===== config.mk =====
export PLATFORM = sky130hd
export DESIGN_NAME = seg7_scan_driver_flat
export DESIGN_NICKNAME = d
export VERILOG_FILES = /design/src/rtl/seg7_scan_driver_if.sv /design/src/rtl/seg7_scan_driver.sv /design/src/flat_wrapper.sv
export SDC_FILE = /design/constraint.sdc
export NUM_CORES = 1
export LEC_CHECK = 0
export ABC_AREA = 1
export CORE_ASPECT_RATIO = 0.75
export CORE_MARGIN = 1.5
export CORE_UTILIZATION = 40
export CTS_CLUSTER_DIAMETER = 200
export CTS_CLUSTER_SIZE = 24
export DETAILED_ROUTE_END_ITERATION = 10
export DONT_BUFFER_PORTS = 1
export SETUP_SLACK_MARGIN = 0.5
export SLEW_MARGIN = 20
export SYNTH_ARGS = -nofsm -noshare
export SYNTH_HDL_FRONTEND = slang
export SYNTH_SLANG_ARGS = --single-unit

===== constraint.sdc =====
create_clock -name clk -period 1.8 [get_ports clk]
set_input_delay 0.36 -clock clk [delete_from_list [all_inputs] [get_ports clk]]
set_output_delay 0.36 -clock clk [all_outputs]
set_load 0.1 [all_outputs]

===== src/rtl/seg7_scan_driver_if.sv =====
// Value/control bundle between a producer and the 6-digit 7-segment scan driver.
// The producer drives the value and strobes; the driver returns status and pins.
interface seg7_scan_driver_if;
  logic [23:0] data_in;
  logic        load;
  logic        lzb_en;
  logic        pending;
  logic        frame_tick;
  logic [6:0]  db;
  logic [5:0]  cs;

  modport master (
    output data_in, load, lzb_en,
    input  pending, frame_tick, db, cs
  );

  modport slave (
    input  data_in, load, lzb_en,
    output pending, frame_tick, db, cs
  );
endinterface


===== src/rtl/seg7_scan_driver.sv =====
// Multiplexed 6-digit 7-segment driver with frame-synchronous value commit,
// per-slot blanking gap and optional leading-zero blanking.
module seg7_scan_driver #(
  parameter int DIGIT_CYCLES = 50000,
  parameter int BLANK_CYCLES = 500,
  parameter bit SEG_ACT_LOW  = 1'b1,
  parameter bit CS_ACT_LOW   = 1'b1
) (
  input logic               clk,
  input logic               rst_n,
  seg7_scan_driver_if.slave bus
);

  localparam int TW = (DIGIT_CYCLES > 1) ? $clog2(DIGIT_CYCLES) : 1;
  localparam logic [TW-1:0] T_LAST  = TW'(DIGIT_CYCLES - 1);
  localparam logic [TW-1:0] T_BLANK = TW'(BLANK_CYCLES);
  localparam logic [6:0] DB_OFF = SEG_ACT_LOW ? 7'h7F : 7'h00;
  localparam logic [5:0] CS_OFF = CS_ACT_LOW ? 6'h3F : 6'h00;

  logic [TW-1:0] timer;
  logic [2:0]    idx;
  logic [23:0]   staging;
  logic [23:0]   display;
  logic          pending;
  logic          frame_tick;
  logic [6:0]    db;
  logic [5:0]    cs;

  logic          frame_end;
  logic [7:0]    lead_zero;
  logic          blank;
  logic [3:0]    nib;
  logic [6:0]    seg_hi;
  logic [5:0]    sel;
  logic [6:0]    db_nx;
  logic [5:0]    cs_nx;

  function automatic logic [6:0] seg_code(input logic [3:0] n);
    logic [6:0] s;
    case (n)
      4'h0: s = 7'h3F;
      4'h1: s = 7'h06;
      4'h2: s = 7'h5B;
      4'h3: s = 7'h4F;
      4'h4: s = 7'h66;
      4'h5: s = 7'h6D;
      4'h6: s = 7'h7D;
      4'h7: s = 7'h07;
      4'h8: s = 7'h7F;
      4'h9: s = 7'h6F;
      4'hA: s = 7'h77;
      4'hB: s = 7'h7C;
      4'hC: s = 7'h39;
      4'hD: s = 7'h5E;
      4'hE: s = 7'h79;
      default: s = 7'h71;
    endcase
    return s;
  endfunction

  assign frame_end = (timer == T_LAST) && (idx == 3'd5);
  assign nib       = display[{idx, 2'b00} +: 4];
  assign seg_hi    = seg_code(nib);
  assign sel       = 6'b000001 << idx;

  // Digit k is a leading zero when every nibble from k upward is zero.
  always_comb begin
    lead_zero = '0;
    for (int k = 1; k < 6; k++) begin
      lead_zero[k] = (display >> (4 * k)) == 24'd0;
    end
  end

  assign blank = bus.lzb_en && lead_zero[idx];

  always_comb begin
    db_nx = DB_OFF;
    cs_nx = CS_OFF;
    if (timer >= T_BLANK && !blank) begin
      db_nx = SEG_ACT_LOW ? ~seg_hi : seg_hi;
      cs_nx = CS_ACT_LOW ? ~sel : sel;
    end
  end

  always_ff @(posedge clk or negedge rst_n) begin
    if (!rst_n) begin
      timer      <= '0;
      idx        <= '0;
      staging    <= '0;
      display    <= '0;
      pending    <= 1'b0;
      frame_tick <= 1'b0;
      db         <= DB_OFF;
      cs         <= CS_OFF;
    end else begin
      db         <= db_nx;
      cs         <= cs_nx;
      frame_tick <= frame_end;
      if (timer == T_LAST) begin
        timer <= '0;
        idx   <= (idx == 3'd5) ? 3'd0 : idx + 3'd1;
      end else begin
        timer <= timer + 1'b1;
      end
      // A load landing on the frame edge bypasses staging straight to display.
      if (frame_end) begin
        if (bus.load) begin
          display <= bus.data_in;
          staging <= bus.data_in;
          pending <= 1'b0;
        end else if (pending) begin
          display <= staging;
          pending <= 1'b0;
        end
      end else if (bus.load) begin
        staging <= bus.data_in;
        pending <= 1'b1;
      end
    end
  end

  assign bus.pending    = pending;
  assign bus.frame_tick = frame_tick;
  assign bus.db         = db;
  assign bus.cs         = cs;

endmodule

===== src/flat_wrapper.sv =====
// flat-port wrapper written by rule: the top's interface ports become plain ports
module seg7_scan_driver_flat 
#(
  parameter int DIGIT_CYCLES = 50000,
  parameter int BLANK_CYCLES = 500,
  parameter bit SEG_ACT_LOW  = 1'b1,
  parameter bit CS_ACT_LOW   = 1'b1
)
  (clk, rst_n, bus_data_in, bus_load, bus_lzb_en, bus_pending, bus_frame_tick, bus_db, bus_cs);
  seg7_scan_driver_if bus_i ();
  input logic clk;
  input logic rst_n;
  input wire logic [$bits(bus_i.data_in)-1:0] bus_data_in;
  input wire logic [$bits(bus_i.load)-1:0] bus_load;
  input wire logic [$bits(bus_i.lzb_en)-1:0] bus_lzb_en;
  output wire logic [$bits(bus_i.pending)-1:0] bus_pending;
  output wire logic [$bits(bus_i.frame_tick)-1:0] bus_frame_tick;
  output wire logic [$bits(bus_i.db)-1:0] bus_db;
  output wire logic [$bits(bus_i.cs)-1:0] bus_cs;
  assign bus_i.data_in = bus_data_in;
  assign bus_i.load = bus_load;
  assign bus_i.lzb_en = bus_lzb_en;
  assign bus_pending = bus_i.pending;
  assign bus_frame_tick = bus_i.frame_tick;
  assign bus_db = bus_i.db;
  assign bus_cs = bus_i.cs;
  seg7_scan_driver #(.DIGIT_CYCLES(DIGIT_CYCLES), .BLANK_CYCLES(BLANK_CYCLES), .SEG_ACT_LOW(SEG_ACT_LOW), .CS_ACT_LOW(CS_ACT_LOW)) u_core (.clk(clk), .rst_n(rst_n), .bus(bus_i));
endmodule

* Word-level counts from Yosys, hierarchy flattened *
Memories as Yosys holds them, arrays and structs flattened.
Index checks and enable logic that the tools add are counted.

cells by class
  add/sub/neg operators = 2
  order comparisons = 2
  equal/unequal tests = 2
  shift-type cells = 2
  muxes and demuxes = 10
  bitwise gates (word level) = 2
  reductions and logical operators = 12

operator list
  kind                                                                          number
  24-bit zero test                                                              5
  24-bit 2-to-1 mux                                                             2
  24-bit by 6-bit indexed part select with 4-bit output                         1
  16-bit by 1-bit adder with 16-bit output, second input constant               1
  16-bit equality test, second input constant                                   1
  16-bit by 9-bit >= comparator with 1-bit output, second input constant        1
  16-bit 2-to-1 mux                                                             1
  7-bit 2-to-1 mux                                                              1
  7-bit inverter                                                                1
  6-bit 2-to-1 mux                                                              1
  6-bit inverter                                                                1
  1-bit by 3-bit left shift with 6-bit output, first input constant             1
  3-bit by 4-bit less-than comparator with 1-bit output, second input constant  1
  2-bit nonzero test                                                            2
  3-bit by 1-bit adder with 3-bit output, second input constant                 1
  1-bit binary-select mux with 3-bit select                                     1
  3-bit equality test, second input constant                                    1
  1-bit logical AND                                                             3
  1-bit 2-to-1 mux                                                              3
  3-bit 2-to-1 mux                                                              1
  2-bit AND reduction                                                           1
  1-bit zero test                                                               1

storage, ports and cells
  register bits after elaboration = 82
  bits in read-only memories = 112
  bits of input ports = 28
  output and inout bits = 15
  word-level logic and storage cells = 41
  memories = 1

memory list
  name             depth  bits a word  read ports  clocked after memory_dff  wr ports  RTL line                source
  (no name shown)  16     7            1           0                         0         seg7_scan_driver.sv:40  case (n)

* Logic depth before layout (Yosys ltp) *
Gate-level depths: netlist of the first run.

  depth in word-level cells = 7
  gate-level depth with buffers = 13
  depth with buffers taken out = 13

* Worst setup path before layout of the first run *
Ideal clock, no wire load.

  path kind = reg2reg
  from = register u_core.pending (netlist: u_core.bus.pending)
  to = register u_core.display[10]
  setup time = 0.066 ns
  data arrival time = 1.738 ns
  data required time = 1.734 ns
  slack = -0.004 ns
  cell stages (with the launch flop) = 6
  buffers on the path = 2
  clock period less this slack = 1.804 ns
  cells stage by stage = dfrtp_1 -> or2_2 -> buf_2 -> clkbuf_1 -> nand3_1 -> nand2_1

on the way
  longest elaborated chain between the ends = 2

ends and longest elaborated chain
  what                                  RTL line                 source
  start: declaration                    seg7_scan_driver.sv:24   logic pending;
  start signal: assignment              seg7_scan_driver.sv:91   pending <= 1'b0;
  start signal: assignment              seg7_scan_driver.sv:110  pending <= 1'b0;
  start signal: assignment              seg7_scan_driver.sv:113  pending <= 1'b0;
  2-bit nonzero test (no source line)   -
  2-bit AND reduction (no source line)  -
  end signal: assignment                seg7_scan_driver.sv:108  display <= bus.data_in;
  end signal: assignment                seg7_scan_driver.sv:112  display <= staging;
  end: declaration                      seg7_scan_driver.sv:23   logic [23:0] display;

Every way passes these cells.
A chain may end at the register's enable or synchronous reset.

* Worst setup path in the final report of the first run *
  from = register u_core.idx[1]
  to = register u_core.db[4] (netlist: u_core.bus.db[4])

on the way
  longest elaborated chain between the ends = 6
  elaborated cells on any way between the ends = 9
  classes of those cells = 1 x shift; 3 x mux; 1 x bitwise; 3 x reduce/logical; 1 x memory

ends and longest elaborated chain
  what                                                                       RTL line                 source
  start: declaration                                                         seg7_scan_driver.sv:21   logic [2:0] idx;
  start signal: assignment                                                   seg7_scan_driver.sv:101  idx <= (idx == 3'd5) ? 3'd0 : idx + 3'd1;
  parallel branches: the longest is 5 deep, another holds memory 16 x 7 bit  -
  7-bit 2-to-1 mux *                                                         seg7_scan_driver.sv:79   if (timer >= T_BLANK && !blank) begin
  via u_core.db_nx[4]                                                        seg7_scan_driver.sv:35   logic [6:0] db_nx;
  end signal: assignment                                                     seg7_scan_driver.sv:96   db <= db_nx;
  end: declaration                                                           seg7_scan_driver.sv:26   logic [6:0] db;

Mark *: on every way through the listed nets, which the timed path passes. The select of a mux whose other input is x is not followed.

==> reports/qor.csv, run 1 <==
stage;metric;value;unit
cts;clk_lat worst skew;0.34;ns
worst_setup_path;Worst Path Required;2.08;ns
placement;RD Place Congestion;0.876;
floorplan;Initial Util;41.4;%
worst_setup_path;Setup crit start kind;flip-flop;
run_status;status;finished, violations left;
finish;commonest non-fill, non-tap cells in the layout;nand2_1 (165), dfrtp_1 (65), nand2_2 (36), inv_1 (34), nand3_2 (31);
yosys;top cells by area, synth;dfrtp_1 (43%), nand2_1 (19%), dfstp_2 (8.5%), nand3_1 (7.7%), inv_1 (4.1%);
route;vias per cell;5.07;
sta;Final min period;1.77;ns
floorplan;Die Ht;90.0;microns
power;Power Dens Cells;688;mW/mm^2
worst_setup_path;R2R Path Start;u_core.idx[1];
finish;FF/Latch Area;0.00211;sq mm
grt;GRT overflow;0;
yosys;syn nets;549;
cts;Sink Count;82;
yosys;Mapped Area;0.00403;sq mm
route;# DRC;0;
yosys;syn avg cell area;7.88;sq um
cts;CTS Root Cell;clkbuf_16;
route;vias;3566;
sta;Final period util;98.2;%
placement;post-placement cell count;647;
worst_setup_path;critical path class;reg2reg;
worst_setup_path;R2R depth;11;
cts;CTS clk-pin slew, worst paths;0.06;ns
run_status;failing checks;negative hold slack;
yosys;sequential fraction of the synthesis area;51.3;%
cts;CTS buffer count;9;
finish;most common cell after layout, fill and taps aside;nand2_1;
worst_setup_path;Worst setup EP type;flip-flop;
grt;global-route wire length before repair;16.6;mm
floorplan;Die X;119;microns
power;Worst VDD drop;0.582;mV
cts;Max clock buf depth;2;
worst_hold_path;Hold WC Path Type;in2async;
placement;Port Buf Inserts;0;
sta;normalized max-slew margin;56.9;%
sta;worst hold slack;-0.286;ns
finish;layout cell share with drive strength beyond 1;40.8;%
worst_setup_path;R2R Setup Slk;0.03;ns
sta;Tightest Pin Transition;0.646;ns
finish;Layout area overhead;42.5;%
worst_setup_path;Worst Path Max Fanout;7;
floorplan;Core ar.;0.00974;sq mm
sta;Final setup violation count;0;
finish;multi-input logic area;0.00236;sq mm
yosys;Seq cells post-synth;82;
sta;setup tns final;0;ns
yosys;post-synth cell types;30;
yosys;Mapped Cells;512;
sta;Final Hold Vio Count;82;
route;post-DR wirelength/cell;15.0;microns
power;leak pwr;2.72;nW
route;final wirelength;10.6;mm
sta;RSZ-0062 raised after global routing;true;
finish;diodes inserted;0;
finish;Cell Count, Final, Fillers Out;703;
floorplan;die area;0.0107;sq mm
finish;Fillers;822;
floorplan;IO Pins;43;
worst_setup_path;FF-to-FF End;u_core.bus.db[4];
grt;Global Route Usage Sum;19.6;%
worst_setup_path;Critical Path AT;2.04;ns
grt;vias in the first global route;3421;
grt;initial antenna violation count;0;
placement;hpwl dp;6.25;mm
yosys;share of the synthesized area in the top cell type;42.8;%
yosys;Ys Warns;0;
sta;skew final;0.00777;ns
yosys;area leader, netlist;dfrtp_1;
sta;final max-slew violation count;0;
finish;Final #Nets;603;
cts;CTS tree;yes;
route;Final ANT Viol Nets;0;
route;Iter 0 DRT Violations;292;
job;Max-Cap Viols;0;
grt;largest net degree at the start of global routing;83;
route;router iterations before antenna repair;5;
sta;Max Clk Rate;0.566;GHz
cts;H-tree Lvls;3;
floorplan;Rows;31;
[critical path, stage by stage (launching register included)]
cell and delay [ns]:
dfrtp_2 0.46, buf_6 0.14, nor2_4 0.11, buf_4 0.15, buf_4 0.13, nand2_1 0.05, nand3_1 0.11, buf_6 0.16
nand2_2 0.11, nand2_1 0.11, nand3_1 0.10, nand3_2 0.09
[sequential cells by signal, summed over array words and instances, names as in the netlist]
signal                 count
u_core.bus.db              7
u_core.bus.frame_tick      1
u_core.bus.cs              6
u_core.idx                 3
u_core.timer              16
u_core.bus.pending         1
u_core.display            24
u_core.staging            24
[routing by layer]
layer / GRT usage, % / vias to the layer above / part of all wire [%]
li1: - / 1728 / -
met1: 28.7 / 1713 / 47
met2: 28.9 / 111 / 46
met3: 4.89 / 14 / 5.8
met4: 5.42 / 0 / 1.2
met5: 0 / - / 0
[through the flow]
step	util, %	worst slack (ns)	total power [mW]	hold WS (ns)	instance area, sq um
6_report	59.0	0.0318	3.96	-0.286	5750
5_1_grt	59.0	-0.0374	4.09	-0.301	5750
4_1_cts	53.4	0.0307	4.00	-0.295	5200
3_5_place_dp	44.4	-0.151	2.02	0.0670	4320
3_3_place_gp	44.4	-0.134	2.01	0.0667	4320
2_1_floorplan	-	0.210	2.00	0.0644	4150
[worst max path at each step]
| stage | startpoint | to | slack [ns] | cells after the start |
|---|---|---|---|---|
| after floorplan | u_core.idx[0] | u_core.bus.db[3] | 0.21 | 12 |
| after global placement | u_core.idx[1] | u_core.bus.db[4] | -0.13 | 9 |
| after detailed placement | u_core.idx[1] | u_core.bus.db[3] | -0.15 | 10 |
| after CTS | u_core.idx[1] | u_core.bus.db[1] | 0.03 | 10 |
| after global routing | u_core.idx[1] | u_core.bus.db[4] | -0.04 | 11 |
| final | u_core.idx[1] | u_core.bus.db[4] | 0.03 | 11 |
[cells in the mapped netlist]
cell      instances
dfstp_2          13
ha_1              9
o211ai_1          2
xnor2_1           1
inv_1            44
clkbuf_1          5
inv_2             4
a21oi_1           7
o21ai_0          11
o22ai_1           1
nand2_1         208
nor2_8            1
buf_4             2
nand4_1           3
a21boi_2          1
or2_4             1
nand2_4           1
nor2_1           37
or2_1             1
nor3_1            5
buf_2             6
nand3_1          62
dfrtp_1          69
o31ai_1           2
nand2_2           3
buf_6             3
nor3_2            2
or2_2             1
xor2_1            6
nand3_2           1
[kinds of logic (layout without fill, tap and decap cells)]
| group | Yosys count | count (layout) | synth area share [%] |
|---|---|---|---|
| AO/OA/AOI/OAI | 24 | 24 | 3.41 |
| buffers and inverters | 64 | 120 | 6.89 |
| AND/OR/NAND/NOR | 326 | 329 | 34.1 |
| XOR/XNOR | 7 | 7 | 1.52 |
| flip-flops | 82 | 82 | 51.3 |
| adder cells (fa/ha/maj) | 9 | 9 | 2.79 |
[what timing repair did]
action / CTS / global route
cloned: 4 / 1
setup endpoints to repair: 70 / 72
setup buffers: 21 / 14
hold endpoints to repair: 82 / 82
pin swaps: 33 / 46
gates resized for setup: 90 / 117
[layout make-up]
type | count | share of cell area, %
multi-input cells | 369 | 41.0
flip-flops and latches | 82 | 36.6
repair buffers | 56 | 10.4
clock buffers | 11 | 4.22
inverters | 48 | 3.53
well taps | 132 | 2.87
clock inverters | 5 | 1.35
[power breakdown]
part	switching [mW]	internal, mW
sequential	0.0129	1.89
combinational	0.0600	0.0263
clock	0.718	1.25
total	0.791	3.16
No activity file was read; power rests on OpenSTA's default activity.
==> run 2: changes to the inputs <==
Clock period 1.8 ns to 1.63 ns, I/O delays scaled along.
==> reports/qor.csv, run 2 (synthesis gave the netlist of run 1 again) <==
stage;metric;value;unit
finish;layout cell share with drive strength beyond 1;39.9;%
grt;initial antenna violation count;0;
finish;most common cell after layout, fill and taps aside;nand2_1;
worst_setup_path;Critical Path AT;2.00;ns
cts;CTS buffer count;9;
finish;Top Registers;u_core.display (24), u_core.staging (24), u_core.timer (16);
route;vias per cell;5.05;
worst_setup_path;Worst Path Required;1.88;ns
finish;fin area;0.00591;sq mm
placement;RD Place Congestion;0.875;
worst_setup_path;Worst Path Max Fanout;7;
power;total power;4.30;mW
sta;RSZ-0062 raised after global routing;true;
sta;skew final;0.00979;ns
route;vias;3663;
sta;Final period util;107;%
floorplan;Rows;31;
floorplan;IO Pins;43;
sta;Final Hold Vio Count;82;
sta;final max-slew violation count;0;
finish;Cell Count, Final, Fillers Out;726;
grt;Global Route Usage Sum;22.1;%
placement;Place WS;-0.216;ns
placement;hpwl dp;6.76;mm
power;Worst VDD drop;0.746;mV
worst_setup_path;Worst setup EP type;flip-flop;
route;final wirelength;11.3;mm
route;Final ANT Viol Nets;0;
route;post-DR wirelength/cell;15.6;microns
cts;clk_lat worst skew;0.34;ns
sta;Final setup violation count;40;
placement;post-placement cell count;667;
finish;Layout area overhead;46.6;%
finish;Final #Nets;626;
grt;global-route wire length before repair;18.7;mm
cts;Max clock buf depth;2;
cts;CTS tree;yes;
cts;Sink Count;82;
placement;Port Buf Inserts;0;
worst_setup_path;critical path class;reg2reg;
sta;final worst-path setup slack;-0.122;ns
grt;GRT overflow;0;
sta;worst hold slack;-0.323;ns
power;leak pwr;2.82;nW
floorplan;Core ar.;0.00974;sq mm
finish;commonest non-fill, non-tap cells in the layout;nand2_1 (170), dfrtp_1 (63), buf_4 (53), nand3_1 (38), inv_1 (34);
power;Power Dens Cells;728;mW/mm^2
cts;CTS clk-pin slew, worst paths;0.06;ns
worst_hold_path;Hold WC Path Type;in2async;
grt;vias in the first global route;3764;
finish;diodes inserted;0;
sta;Final min period;1.75;ns
worst_setup_path;Setup crit start kind;flip-flop;
floorplan;die area;0.0107;sq mm
placement;placed cell areas;0.00459;sq mm
run_status;status;finished, violations left;
sta;Tightest Pin Transition;0.605;ns
floorplan;Die Ht;90.0;microns
floorplan;Initial Util;41.4;%
route;# DRC;0;
cts;CTS Root Cell;clkbuf_16;
job;Max-Cap Viols;0;
sta;normalized max-slew margin;59.7;%
cts;H-tree Lvls;3;
run_status;failing checks;negative hold slack, negative setup slack;
floorplan;Die X;119;microns
route;Iter 0 DRT Violations;317;
route;router iterations before antenna repair;4;
sta;Max Clk Rate;0.571;GHz
grt;largest net degree at the start of global routing;83;
==> run 2: critical path, stage by stage (launching register included) <==
cell and delay [ns]:
dfrtp_2 0.55, inv_4 0.11, nand3_1 0.11, nand2_1 0.08
nor2_2 0.11, nand2_2 0.07, nand2_4 0.12, inv_4 0.07
ha_4 0.17, inv_2 0.06, nand2_2 0.06, nand3_1 0.08
nand3_1 0.08
==> run 2: layout make-up <==
cell class | count | area, sq um
Clock buffer | 14 | 275
Clock inverter | 2 | 35.0
Fill cell | 776 | 3820
Inverter | 48 | 213
Multi-Input combinational cell | 369 | 2330
Sequential cell | 82 | 2130
Tap cell | 132 | 165
Timing Repair Buffer | 79 | 767
==> run 2: final timing paths <==
check,start,endpoint,slack [ns],cells past startpoint
max,u_core.idx[0],u_core.bus.db[3],-0.12,12
min,rst_n,u_core.staging[14],-0.32,0
max reg2reg,u_core.idx[0],u_core.bus.db[3],-0.12,12
min reg2reg,u_core.staging[6],u_core.staging[6],0.47,2
max in group asynchronous,rst_n,u_core.bus.db[1],1.75,0
min in group clk,bus_load,u_core.staging[0],0.13,2
==> run 2: layer usage <==
layer / vias to the layer above / global-route usage (%) / wire, microns
li1: 1770 / - / -
met1: 1745 / 30.2 / 5260
met2: 117 / 33.9 / 5110
met3: 31 / 6.92 / 696
met4: 0 / 6.22 / 278
met5: - / 0 / 0
==> run 2: through the flow <==
stage / setup TNS [ns] / hold WS [ns] / util [%]
floorplan: 0 / 0.0304 / -
global route: -5.79 / -0.340 / 60.7
global placement: -1.92 / 0.0334 / 47.2
CTS: -1.18 / -0.334 / 57.1
finish: -1.96 / -0.323 / 60.7
detailed placement: -2.74 / 0.0330 / 47.2
==> run 2: repair_timing <==
item,CTS,global route
endpoints found under the setup margin,72,72
cloned,5,0
endpoints found under the hold margin,82,82
pin swaps,44,39
setup buffers,25,13
resized for setup,99,65
==> run 2: where the power goes <==
group	internal (mW)	switching, mW
combinational	0.0291	0.0640
clock	1.32	0.788
sequential	2.09	0.0153
==> run 3: changes to the inputs <==
Settings changed: SKIP_CTS_REPAIR_TIMING set to 1.
==> reports/qor.csv, run 3 (synthesis gave the netlist of run 1 again) <==
stage;metric;value;unit
run_status;status;finished, violations left;
run_status;failing checks;negative hold slack, negative setup slack;
grt;initial antenna violation count;0;
floorplan;Core ar.;0.00974;sq mm
worst_setup_path;Setup crit end;u_core.display[2];
cts;H-tree Lvls;3;
sta;worst hold slack;-0.324;ns
power;total power;4.31;mW
finish;Final #Nets;608;
worst_setup_path;Worst setup EP type;flip-flop;
grt;Global Route Usage Sum;19.2;%
worst_setup_path;Critical Path AT;2.07;ns
placement;Port Buf Inserts;0;
cts;Sink Count;82;
worst_setup_path;CP Launch Point;u_core.idx[1];
placement;RD Place Congestion;0.875;
worst_setup_path;slowest CP cell;dfrtp_2;
finish;most common cell after layout, fill and taps aside;nand2_1;
power;Worst VDD drop;0.745;mV
worst_setup_path;cells along the critical path;inv_4 -> nand2_4 -> buf_4 -> buf_6 -> nor2_4 -> inv_4 -> nor2_8 -> buf_12 -> clkbuf_16 -> nand3_2 -> nand2_1;
cts;CTS tree;yes;
finish;layout cell share with drive strength beyond 1;39.1;%
cts;CTS clk-pin slew, worst paths;0.06;ns
sta;Final setup violation count;32;
sta;Final period util;110;%
worst_setup_path;Worst Path Max Fanout;7;
cts;CTS buffer count;9;
finish;final core utilization;59.6;%
worst_setup_path;Setup crit start kind;flip-flop;
grt;GRT overflow;0;
floorplan;Die X;119;microns
finish;Top Registers;u_core.display (24), u_core.staging (24), u_core.timer (16);
job;Max-Cap Viols;0;
grt;largest net degree at the start of global routing;83;
worst_setup_path;R2R Path Start;u_core.idx[1];
sta;Tightest Pin Transition;0.596;ns
route;vias per cell;5.06;
sta;final worst-path setup slack;-0.165;ns
worst_setup_path;R2R depth;11;
floorplan;IO Pins;43;
grt;vias in the first global route;3396;
finish;diodes inserted;0;
worst_setup_path;critical path class;reg2reg;
worst_setup_path;Crit path top cell by count;inv_4;
floorplan;Initial Util;41.4;%
placement;hpwl dp;6.76;mm
route;# DRC;0;
sta;final max-slew violation count;0;
cts;clk_lat worst skew;0.34;ns
cts;CTS Root Cell;clkbuf_16;
sta;skew final;0.00851;ns
power;leak pwr;2.75;nW
finish;commonest non-fill, non-tap cells in the layout;nand2_1 (174), dfrtp_1 (65), buf_4 (42), inv_1 (34), nand2_2 (31);
route;final wirelength;11.0;mm
floorplan;Die Ht;90.0;microns
worst_setup_path;CP peak stage delay;0.47;ns
worst_setup_path;Worst Path Required;1.91;ns
worst_setup_path;R2R Setup Slk;-0.17;ns
cts;Max clock buf depth;2;
floorplan;Rows;31;
sta;Final min period;1.80;ns
worst_setup_path;FF-to-FF End;u_core.display[2];
floorplan;die area;0.0107;sq mm
route;router iterations before antenna repair;5;
sta;setup tns final;-3.60;ns
route;post-DR wirelength/cell;15.5;microns
sta;RSZ-0062 raised after global routing;true;
route;Final ANT Viol Nets;0;
worst_hold_path;Hold WC Path Type;in2async;
sta;normalized max-slew margin;60.3;%
sta;Final Hold Vio Count;82;
finish;Layout area overhead;43.9;%
route;vias;3586;
grt;global-route wire length before repair;16.4;mm
route;Iter 0 DRT Violations;234;
sta;Max Clk Rate;0.557;GHz
power;Power Dens Cells;743;mW/mm^2
## run 3: cell count changes in the layout (fill, tap and decap cells not counted), sizes merged
cell,previous run,this run
clkbuf,14,15
buf,79,60
## run 3: power breakdown
part           internal, mW  switching (mW)
Sequential             2.09          0.0152
Combinational        0.0291          0.0632
Clock                  1.32           0.795
## run 3: area by class of cell
type                            instances  area, sq um
Sequential cell                        82         2120
Timing Repair Buffer                   61          598
Multi-Input combinational cell        369         2380
Fill cell                             813         3930
Tap cell                              132          165
Clock buffer                           14          275
Inverter                               48          223
Clock inverter                          2         35.0
## run 3: how the worst min path moves through the flow
stage / end / startpoint / cells after the start / slack (ns)
CTS: u_core.idx[2] / rst_n / 0 / -0.33
detailed placement: u_core.staging[14] / rst_n / 0 / 0.03
finish: u_core.bus.pending / rst_n / 0 / -0.32
global route: u_core.staging[14] / rst_n / 0 / -0.34
global placement: u_core.staging[14] / rst_n / 0 / 0.03
floorplan: u_core.bus.frame_tick / rst_n / 0 / 0.03
## run 3: layer usage
metal  GRT usage (%)  wire [microns]
met4            5.02             140
met3            6.54             633
met5               0               0
met1            28.1            5170
met2            27.2            5040
## run 3: stage by stage
step	area, sq um	cells	setup WS, ns
2_1_floorplan	4250	512	0.0425
3_3_place_gp	4590	667	-0.191
3_5_place_dp	4590	667	-0.216
4_1_cts	4900	683	-0.242
5_1_grt	5800	708	-0.268
6_report	5800	708	-0.165
## run 3: worst max-delay path, delay by kind of cell (launching register included)
| family | cells | cell delay (ns) |
|---|---|---|
| buffers and inverters | 6 | 0.79 |
| and+or+nand+nor | 5 | 0.45 |
| DFF | 1 | 0.47 |
